==> config.mk <==
export PLATFORM = sky130hd
export DESIGN_NAME = instr_streamer_flat
export DESIGN_NICKNAME = d
export VERILOG_FILES = /design/src/rtl/instr_streamer_if.sv /design/src/rtl/instr_streamer.sv /design/src/flat_wrapper.sv
export SDC_FILE = /design/constraint.sdc
export NUM_CORES = 1
export LEC_CHECK = 0
export CORE_MARGIN = 2
export CORE_UTILIZATION = 54
export DETAILED_ROUTE_END_ITERATION = 8
export HOLD_SLACK_MARGIN = 0.08
export MAX_ROUTING_LAYER = met4
export PLACE_DENSITY = 0.72
export SLEW_MARGIN = 20
export SYNTH_ARGS = -nofsm -noshare
export SYNTH_HDL_FRONTEND = slang
export SYNTH_SLANG_ARGS = --single-unit
==> constraint.sdc <==
create_clock -name clk -period 6.3 [get_ports clk]
set_input_delay 0.945 -clock clk [delete_from_list [all_inputs] [get_ports clk]]
set_output_delay 0.945 -clock clk [all_outputs]
set_load 0.02 [all_outputs]
==> src/rtl/instr_streamer_if.sv <==
`default_nettype none
// ============================================================
// instr_streamer_if : host/CPU-side signal bundle for instr_streamer
// Revision 1.0
// ============================================================
interface instr_streamer_if #(
  parameter int AW = 4
);
  logic          WrEn;
  logic [31:0]   WrData;
  logic          Clear;
  logic          Start;
  logic [AW:0]   Count;
  logic          Full;
  logic          Busy;
  logic          Done;
  logic          CpuReset;
  logic          LoadInstructions;
  logic [31:0]   Instruction;

  modport master (
    output WrEn, WrData, Clear, Start,
    input  Count, Full, Busy, Done, CpuReset, LoadInstructions, Instruction
  );

  modport slave (
    input  WrEn, WrData, Clear, Start,
    output Count, Full, Busy, Done, CpuReset, LoadInstructions, Instruction
  );
endinterface
`default_nettype wire

==> src/rtl/instr_streamer.sv <==
`default_nettype none
// ============================================================
// instr_streamer : buffers a program, then resets/loads/launches a CPU
// Revision 1.0
// ============================================================
module instr_streamer #(
  parameter int DEPTH = 16,
  parameter int AW    = 4
) (
  input  wire logic         clk,
  input  wire logic         Reset,
  instr_streamer_if.slave   bus
);

  typedef enum logic [2:0] {
    IDLE   = 3'd0,
    CLR    = 3'd1,
    LOAD   = 3'd2,
    LAUNCH = 3'd3,
    FIN    = 3'd4
  } state_t;

  localparam logic [AW:0] c_full_count = (AW+1)'(DEPTH);

  logic [31:0]   r_mem [DEPTH];
  state_t        r_state, w_state_nxt;
  logic [AW-1:0] r_rd, w_rd_nxt;
  logic [AW:0]   r_count, w_count_nxt;
  logic          r_full, r_busy, r_done, r_cpu_reset, r_load;
  logic [31:0]   r_instr;
  logic          w_wr;

  always_comb begin
    w_state_nxt = r_state;
    w_rd_nxt    = r_rd;
    w_count_nxt = r_count;
    w_wr        = 1'b0;
    case (r_state)
      IDLE: begin
        // Start (when accepted) outranks Clear, which outranks WrEn
        if (bus.Start && (r_count != '0)) begin
          w_state_nxt = CLR;
          w_rd_nxt    = '0;
        end else if (bus.Clear) begin
          w_count_nxt = '0;
        end else if (bus.WrEn && !r_full) begin
          w_wr        = 1'b1;
          w_count_nxt = r_count + 1'b1;
        end
      end
      CLR: begin
        w_state_nxt = LOAD;
        w_rd_nxt    = '0;
      end
      LOAD: begin
        if ({1'b0, r_rd} == (r_count - 1'b1))
          w_state_nxt = LAUNCH;
        else
          w_rd_nxt = r_rd + 1'b1;
      end
      LAUNCH:  w_state_nxt = FIN;
      FIN:     w_state_nxt = IDLE;
      default: w_state_nxt = IDLE;
    endcase
  end

  // Outputs are decoded from the next state so they line up with the state register
  always_ff @(posedge clk or negedge Reset) begin
    if (!Reset) begin
      r_state     <= IDLE;
      r_rd        <= '0;
      r_count     <= '0;
      r_full      <= 1'b0;
      r_busy      <= 1'b0;
      r_done      <= 1'b0;
      r_cpu_reset <= 1'b0;
      r_load      <= 1'b0;
      r_instr     <= '0;
    end else begin
      r_state     <= w_state_nxt;
      r_rd        <= w_rd_nxt;
      r_count     <= w_count_nxt;
      r_full      <= (w_count_nxt == c_full_count);
      r_busy      <= (w_state_nxt == CLR) || (w_state_nxt == LOAD) || (w_state_nxt == LAUNCH);
      r_done      <= (w_state_nxt == FIN);
      r_cpu_reset <= (w_state_nxt == CLR) || (w_state_nxt == LAUNCH);
      r_load      <= (w_state_nxt == LOAD);
      r_instr     <= (w_state_nxt == LOAD) ? r_mem[w_rd_nxt] : 32'd0;
    end
  end

  always_ff @(posedge clk) begin
    if (w_wr)
      r_mem[r_count[AW-1:0]] <= bus.WrData;
  end

  assign bus.Count            = r_count;
  assign bus.Full             = r_full;
  assign bus.Busy             = r_busy;
  assign bus.Done             = r_done;
  assign bus.CpuReset         = r_cpu_reset;
  assign bus.LoadInstructions = r_load;
  assign bus.Instruction      = r_instr;

endmodule
`default_nettype wire

==> src/flat_wrapper.sv <==
// flat-port wrapper written by rule: the top's interface ports become plain ports
module instr_streamer_flat 
#(
  parameter int DEPTH = 16,
  parameter int AW    = 4
)
  (clk, Reset, bus_WrEn, bus_WrData, bus_Clear, bus_Start, bus_Count, bus_Full, bus_Busy, bus_Done, bus_CpuReset, bus_LoadInstructions, bus_Instruction);
  instr_streamer_if #(.AW(AW)) bus_i ();
  input  wire logic clk;
  input  wire logic Reset;
  input wire logic [$bits(bus_i.WrEn)-1:0] bus_WrEn;
  input wire logic [$bits(bus_i.WrData)-1:0] bus_WrData;
  input wire logic [$bits(bus_i.Clear)-1:0] bus_Clear;
  input wire logic [$bits(bus_i.Start)-1:0] bus_Start;
  output wire logic [$bits(bus_i.Count)-1:0] bus_Count;
  output wire logic [$bits(bus_i.Full)-1:0] bus_Full;
  output wire logic [$bits(bus_i.Busy)-1:0] bus_Busy;
  output wire logic [$bits(bus_i.Done)-1:0] bus_Done;
  output wire logic [$bits(bus_i.CpuReset)-1:0] bus_CpuReset;
  output wire logic [$bits(bus_i.LoadInstructions)-1:0] bus_LoadInstructions;
  output wire logic [$bits(bus_i.Instruction)-1:0] bus_Instruction;
  assign bus_i.WrEn = bus_WrEn;
  assign bus_i.WrData = bus_WrData;
  assign bus_i.Clear = bus_Clear;
  assign bus_i.Start = bus_Start;
  assign bus_Count = bus_i.Count;
  assign bus_Full = bus_i.Full;
  assign bus_Busy = bus_i.Busy;
  assign bus_Done = bus_i.Done;
  assign bus_CpuReset = bus_i.CpuReset;
  assign bus_LoadInstructions = bus_i.LoadInstructions;
  assign bus_Instruction = bus_i.Instruction;
  instr_streamer #(.DEPTH(DEPTH), .AW(AW)) u_core (.clk(clk), .Reset(Reset), .bus(bus_i));
endmodule
==> metrics.log, run 1 <==
INFO  metric placeableCoreArea = ~0.04 mm^2
INFO  metric area.sequential = around 0.017 mm^2
INFO  metric grt_most_used_layer = met2
INFO  metric fp.dieArea = 0.04265 mm^2
INFO  metric port_buffers = 78
INFO  metric detailedRoute.firstPassIterationCount = 5
INFO  metric post_synthesis_async_set_or_reset_flop_share = under 10%
INFO  metric antenna-diode-count = 0
INFO  metric syn-mean-instance-area = 16.03 um^2
INFO  metric use_met3 = 3.752%
INFO  metric clock-root-buffer = clkbuf_16
INFO  metric num_vias = 12.66k
INFO  metric antenna_viol_nets_final = 0
INFO  metric clock_sinks = around 560
INFO  metric grt_max_degree = about 100
INFO  metric path_class = flop to flop
INFO  metric flip_flop_and_latch_count_after_synthesis = about 560
INFO  metric synthDistinctLibCells = 54
INFO  metric synth.net_count = 1,424
INFO  metric critical_path.startpoint_type = flop
INFO  metric route.detailed.vias_per_inst = between 6 and 7
INFO  metric synth.top_cells.by_area = edfxtp_1, mux2i_1, dfrtp_1
INFO  metric worst-endpoint-required = slightly below 7000 ps
INFO  metric hold_buffers = 0
INFO  metric synth_area_leader_cell = edfxtp_1
INFO  metric placementRows = 74
INFO  metric slew_violations = 0
INFO  metric die-height = ~210 um
INFO  metric globalRouteMet2Util = around 40%
INFO  metric route.final.wire_length = between 50 and 60 mm
INFO  metric most_used_flip_flop_cell_after_synthesis = edfxtp_1
INFO  metric fin_worst_skew = 19.89 ps
INFO  metric clk_transition_reported_paths = 60 ps
INFO  metric synth_edf_count = roughly 510
INFO  metric finish.net_count = around 1.5k
INFO  metric timing_worst_slew_pin_value = between 1000 and 1500 ps
INFO  metric setup_tns = 0 ps
INFO  metric leakage = 8.652 nW
INFO  metric drv.max_cap_violation_count = 0
INFO  metric power_density = about 460 mW/mm^2
INFO  metric postSynthCellCount = between 1k and 1.5k
INFO  metric syn_to_final_growth = 14.42%
INFO  metric layout-drive-gt1-share = a little over a tenth
INFO  metric top_level_ports = 79
INFO  metric cts_tree = yes
INFO  metric multi_input_area = 0.005254 mm^2
INFO  metric post_route_fraction_of_the_period_consumed_by_the_critical_path = approximately two thirds
INFO  metric fin_util = 62.35%
INFO  metric timing.hold.worst.class = input port to async pin
INFO  metric post_cts_setup_inserts = 0
INFO  metric wire_per_inst = 25.74 um
INFO  metric yosysWarningCount = 0
INFO  metric clock_insertion_delay_worst_skew = approximately 600 ps
INFO  metric met1_usage = about 36%
INFO  metric antenna_found_initial = 0
INFO  metric ir_drop = between 0.5 and 0.6 mV
INFO  metric floorplan.die.width = between 200 and 250 um
INFO  metric dr.first_iter.drc_count = between 1.5k and 2k
INFO  metric dp_hpwl = between 20 and 30 mm
INFO  metric hold_viol = 0
INFO  metric cts.repair.resized = 0
INFO  metric seq_total_area_yosys = between 70% and 80%
INFO  metric max_clock_freq = 0.2326 GHz
INFO  metric report.final.setup_viol = 0
INFO  metric grt_pass1_wl = a little under 80 mm
INFO  metric gr-total-overflow = 0
INFO  metric timing.critical_path.to_type = flop
INFO  metric globalplace.congestion = between 0.7 and 0.8
INFO  metric layout_min_cycle_time = roughly 4300 ps
INFO  metric unrepaired_setup_endpoints_after_global_routing = false
INFO  metric worst_path_max_fanout = 44
INFO  metric detail_route.drc_violations = 0
INFO  metric grt.total_usage = a little over a quarter
INFO  metric clock_buffers_created_by_tritoncts = 56
INFO  metric deepest_clock_path_buffer_count = 3
INFO  metric run_status = finished, final reports clean
INFO  metric floorplan.initialDensity = 54.49%
INFO  metric worst_ep_arrival_time = 4780 ps
INFO  metric netlist_area = approximately 0.022 mm^2
INFO  metric netlist.area_leader.share = a little over two thirds
INFO  metric cts.htree.levels = 2
INFO  metric max-slew-margin-rel = a little over a quarter
INFO  metric grt_pass1_vias = between 10k and 15k
INFO  metric nFillCells = 2,849
## kinds of logic (layout without fill, tap and decap cells)
| kind of cell | Yosys count | after routing | share of synthesized area, % |
|---|---|---|---|
| AO/OA/AOI/OAI | 211 | 211 | 7.648 |
| XOR/XNOR | 10 | 10 | 0.3954 |
| adder cells (fa/ha/maj) | 5 | 5 | 0.2824 |
| buffers and inverters | 101 | 223 | 2.175 |
| flip-flops | 561 | 561 | 74.95 |
| multiplexers | 165 | 165 | 7.660 |
| AND/OR/NAND/NOR | 329 | 329 | 6.891 |
## area by class of cell
type                       count  area share (%)
sequential                   561           65.50
timing repair buffer         112           4.167
multi-input combinational    720           20.73
tap                          532           2.627
inverter                       8          0.1481
clock buffer                  86           6.250
clock inverter                17          0.5727
## cells in the final DEF (no fill, tap or decap), types with 32 or more instances in the layout
cell / synthesis / layout
edfxtp_1: 512 / 512
nand2_1: 143 / 142
mux2i_1: 131 / 131
nand3_1: 96 / 96
clkdlybuf4s50_1: 0 / 77
clkbuf_16: 0 / 56
o211ai_1: 55 / 55
dfrtp_1: 49 / 49
o21ai_0: 33 / 33
a211o_1: 32 / 32
and3_1: 32 / 32
buf_4: 4 / 32
## final timing paths
path	cells past startpoint	from	slack, ps	to
min in group clk	4	u_core.r_mem[5][8]$_DFFE_PP_	620	u_core.bus.Instruction[8]$_DFF_PN0_
worst max-delay path	11	u_core.bus.Count[0]$_DFF_PN0_	2000	u_core.bus.Instruction[22]$_DFF_PN0_
max in group asynchronous	2	Reset	5200	u_core.bus.Instruction[15]$_DFF_PN0_
worst min register to register	4	u_core.r_mem[5][8]$_DFFE_PP_	620	u_core.bus.Instruction[8]$_DFF_PN0_
worst min-delay path	2	Reset	540	u_core.bus.Instruction[2]$_DFF_PN0_
worst max register to register	11	u_core.bus.Count[0]$_DFF_PN0_	2000	u_core.bus.Instruction[22]$_DFF_PN0_
## flip-flops by register name (all words and copies together) (netlist names)
name	count
u_core.r_state	3
u_core.bus.Count	5
u_core.bus.Instruction	32
u_core.bus.CpuReset	1
u_core.bus.Done	1
u_core.r_mem	512
u_core.bus.LoadInstructions	1
u_core.bus.Full	1
u_core.bus.Busy	1
u_core.r_rd	4
## per-stage QoR
stage,hold slack (ps),instance area (um^2),setup slack (ps),total power [W],std cells
final,538.5,25340,2001,0.01160,2036
after global routing,590.7,25340,1643,0.01212,2036
after CTS,538.3,25340,2037,0.01165,2036
after detailed placement,611.6,23610,1826,0.008489,1933
after global placement,591.4,23590,1884,0.008430,1932
after floorplan,561.9,22150,1526,0.007267,1382
## cell usage after synthesis, types with 5 or more instances
cell and number:
buf_2 34, ha_1 5, o21ai_0 33, xnor2_1 6, mux2_1 17, nor2_1 26
inv_1 6, nand4_1 5, mux2_2 16, a32o_1 31, a211o_1 32, and3_1 32
nand3_1 96, o211ai_1 55, clkbuf_1 45, mux2i_1 131, a211oi_1 31, o211ai_2 10
nand2_1 143, buf_6 6, nor3_1 7, dfrtp_1 49, edfxtp_1 512
## per-layer routing
layer,part of all wire (%),vias up
li1,-,5553
met1,42,6394
met2,47,609
met3,8.1,106
met4,2.8,0
met5,0,-
## power by group
part           leakage (nW)  switching (W)  internal, W  total, W
clock network         0.834        0.00135      0.00181   0.00315
logic                  2.56        0.00260      0.00147   0.00407
registers              5.25       0.000120      0.00425   0.00437
total                  8.65        0.00407      0.00753    0.0116
## critical path: stages, from the launching register on
cell      delay (ps)
dfrtp_1          480
inv_1            130
ha_1             230
nor3b_1          280
a21boi_0         210
o31ai_2          720
nand2_2          830
buf_4            510
and3_1           220
a211oi_1         260
a211o_1          160
o211ai_1         100
Power figures use the tool's default switching activity.
==> run 2: changes to the inputs <==
- PLACE_DENSITY: 0.72 -> 0.75
- clock period: 6.3 -> 3.53 ns (I/O delays scaled with it)
==> run 2 against run 1 <==
Effect of this change: clock power increased by 100%; non-clock buffer count rose by 55; final cell count rose by 2.8%; clock skew decreased by 1.6 ps; register-to-register slack got worse by 1700 ps; critical path depth grew 1; worst hold slack got worse by 420 ps; flip-flop and latch count is the same; final area up 4.6%; largest cell class unchanged; largest power group is now combinational logic.
==> metrics.log, run 2 (same netlist as run 1, synthesis figures left out) <==
INFO  metric run_status = finished, final reports clean
INFO  metric dr.first_iter.drc_count = 1,288 (-14%)
INFO  metric gr-total-overflow = 0 (unchanged)
INFO  metric detailedRoute.firstPassIterationCount = 5 (unchanged)
INFO  metric leakage = 9.205 nW (+6.4%)
INFO  metric timing_worst_slew_pin_value = 869.7 ps (-239.3 ps)
INFO  metric route.final.wire_length = 52.51 mm (+0.19%)
INFO  metric slew_violations = 0 (unchanged)
INFO  metric post_route_fraction_of_the_period_consumed_by_the_critical_path = 92.40% (+24 points)
INFO  metric top_level_ports = 79 (unchanged)
INFO  metric detail_route.drc_violations = 0 (unchanged)
INFO  metric reg2reg_depth = 12 (+1)
INFO  metric clock-root-buffer = clkbuf_16
INFO  metric dp_hpwl = 27.88 mm (+5.5%)
INFO  metric route.detailed.vias_per_inst = 6.156 (-1.0%)
INFO  metric floorplan.die.width = 206.5 um (unchanged)
INFO  metric setup.reg_to_reg.worst_slack = 270 ps (-1730 ps)
INFO  metric worstReg2RegEnd = u_core.bus.Instruction[2]$_DFF_PN0_
INFO  metric hold_viol = 0 (unchanged)
INFO  metric power_density = 840.0 mW/mm^2 (+84%)
INFO  metric worst-endpoint-required = 3990 ps (-2790 ps)
INFO  metric grt_pass1_vias = 12.96k (+2.7%)
INFO  metric layout_min_cycle_time = 3262 ps (-1037 ps)
INFO  metric cts_tree = yes
INFO  metric wire_per_inst = 25.09 um (-2.5%)
INFO  metric drv.max_cap_violation_count = 0 (unchanged)
INFO  metric antenna_found_initial = 1 (+1)
INFO  metric fin_worst_skew = 18.34 ps (-1.557 ps)
INFO  metric setup_tns = 0 ps (unchanged)
INFO  metric design_area = 0.02650 mm^2 (+4.6%)
INFO  metric clock_insertion_delay_worst_skew = 620 ps (about the same)
INFO  metric grt.total_usage = 26.24% (+0.22 points)
INFO  metric timing.critical_path.to_type = flop
INFO  metric deepest_clock_path_buffer_count = 3 (unchanged)
INFO  metric num_vias = 12.88k (+1.8%)
INFO  metric worst_hold_slack = 118.8 ps (-419.7 ps)
INFO  metric ir_drop = 0.7203 mV (+37%)
INFO  metric layout-drive-gt1-share = 15.71% (+4.8 points)
INFO  metric max-slew-margin-rel = 42.02% (+16 points)
INFO  metric rr_startpoint = u_core.bus.Count[0]$_DFF_PN0_
INFO  metric placeableCoreArea = 0.04065 mm^2 (unchanged)
INFO  metric clk_transition_reported_paths = 60 ps (about the same)
INFO  metric grt_pass1_wl = 79.49 mm (+0.87%)
INFO  metric cts.htree.levels = 2 (unchanged)
INFO  metric finish.net_count = 1,555 (+3.6%)
INFO  metric antenna_viol_nets_final = 0 (unchanged)
INFO  metric placement.cell_area = 0.02447 mm^2 (+3.6%)
INFO  metric grt_max_degree = 65 (-38%)
INFO  metric port_buffers = 78 (unchanged)
INFO  metric fp.dieArea = 0.04265 mm^2 (unchanged)
INFO  metric largest_reg_flops = 512 (unchanged)
INFO  metric report.final.setup_viol = 0 (unchanged)
INFO  metric floorplan.initialDensity = 54.49% (unchanged)
INFO  metric globalplace.congestion = 0.8098 (+7.8%)
INFO  metric worst_path_max_fanout = 22 (-50%)
INFO  metric placementRows = 74 (unchanged)
INFO  metric syn_to_final_growth = 19.65%
INFO  metric path_class = flop to flop
INFO  metric clock_buffers_created_by_tritoncts = 55 (-1.8%)
INFO  metric mostFrequentLayoutCells = edfxtp_1, nand2_1, mux2i_1, nand3_1, clkdlybuf4s50_1
INFO  metric timing.hold.worst.class = input port to async pin
INFO  metric final_common_cell = edfxtp_1
INFO  metric worst_ep_arrival_time = 3720 ps (-1060 ps)
INFO  metric max_clock_freq = 0.3066 GHz (+32%)
INFO  metric clock_sinks = 561 (unchanged)
INFO  metric die-height = 206.5 um (unchanged)
INFO  metric pre_cts_ws = 293.3 ps (-1533 ps)
INFO  metric unrepaired_setup_endpoints_after_global_routing = false
INFO  metric critical_path.startpoint_type = flop
INFO  metric post-route-worst-setup-slack = 268.3 ps (-1733 ps)
==> run 2: cell types whose count changed in the layout (fill, tap and decap cells not counted), moves of 2 or more <==
| cell | before | now |
|---|---|---|
| clkinv_1 | 9 | 6 |
| clkinv_2 | 2 | 12 |
| clkinvlp_4 | 1 | 3 |
| buf_4 | 32 | 53 |
| nor3_4 | 0 | 4 |
| bufinv_16 | 2 | 11 |
| inv_16 | 0 | 2 |
| buf_12 | 2 | 36 |
| clkbuf_1 | 23 | 2 |
| nor3_2 | 4 | 0 |
| clkinv_4 | 0 | 3 |
==> run 2: worst max-delay path, stage by stage, from the launching register on <==
cell,delay (ps)
dfrtp_1,380
inv_1,80
ha_1,230
nor3b_2,210
a32oi_1,200
a2111oi_0,740
a221oi_4,130
buf_12,220
buf_4,180
nor2_4,120
buf_12,220
a32o_1,230
o211ai_1,120
==> run 2: worst max-delay path by stage <==
stage	startpoint	to
floorplan	u_core.bus.Count[0]$_DFF_PN0_	u_core.r_mem[4][0]$_DFFE_PP_
global placement	u_core.bus.Count[0]$_DFF_PN0_	u_core.bus.Instruction[5]$_DFF_PN0_
detailed placement	u_core.bus.Count[0]$_DFF_PN0_	u_core.bus.Instruction[7]$_DFF_PN0_
CTS	u_core.bus.Count[0]$_DFF_PN0_	u_core.bus.Instruction[2]$_DFF_PN0_
global route	u_core.bus.Count[0]$_DFF_PN0_	u_core.bus.Instruction[13]$_DFF_PN0_
finish	u_core.bus.Count[0]$_DFF_PN0_	u_core.bus.Instruction[2]$_DFF_PN0_
==> run 2: area by class of cell <==
class,count,area [um^2]
Inverter,8,35.03
Sequential cell,561,16600
Multi-Input combinational cell,720,5284
Fill cell,2693,14140
Clock buffer,65,1494
Clock inverter,39,526.8
Timing Repair Buffer,167,1894
Antenna cell,1,2.502
Tap cell,532,665.6
==> run 2: what timing repair did <==
item	4_1_cts	5_1_grt
endpoints found under the setup margin	0	43
gates resized for setup	0	1
buffers inserted	0	1
hold buffers	0	0
==> run 2: where the power goes <==
part           switching (W)  internal (W)  leakage (nW)
clock                0.00254       0.00386         0.993
sequential          0.000171       0.00758          5.25
combinational        0.00482       0.00329          2.96
total                0.00754        0.0147          9.21
==> run 2: per-stage QoR <==
stage / total power [W] / util, % / cells
2_1_floorplan: 0.01297 / - / 1382
3_3_place_gp: 0.01576 / 60.20 / 1987
3_5_place_dp: 0.01591 / 60.20 / 1987
4_1_cts: 0.02231 / 65.17 / 2091
5_1_grt: 0.02320 / 65.20 / 2093
6_report: 0.02226 / 65.20 / 2093
==> run 2: per-layer routing <==
metal / track usage, % / wire [um]
met3: 4.317 / 4141
met2: 40.96 / 25770
met1: 35.47 / 21280
met4: 8.980 / 1319
met5: - / 0
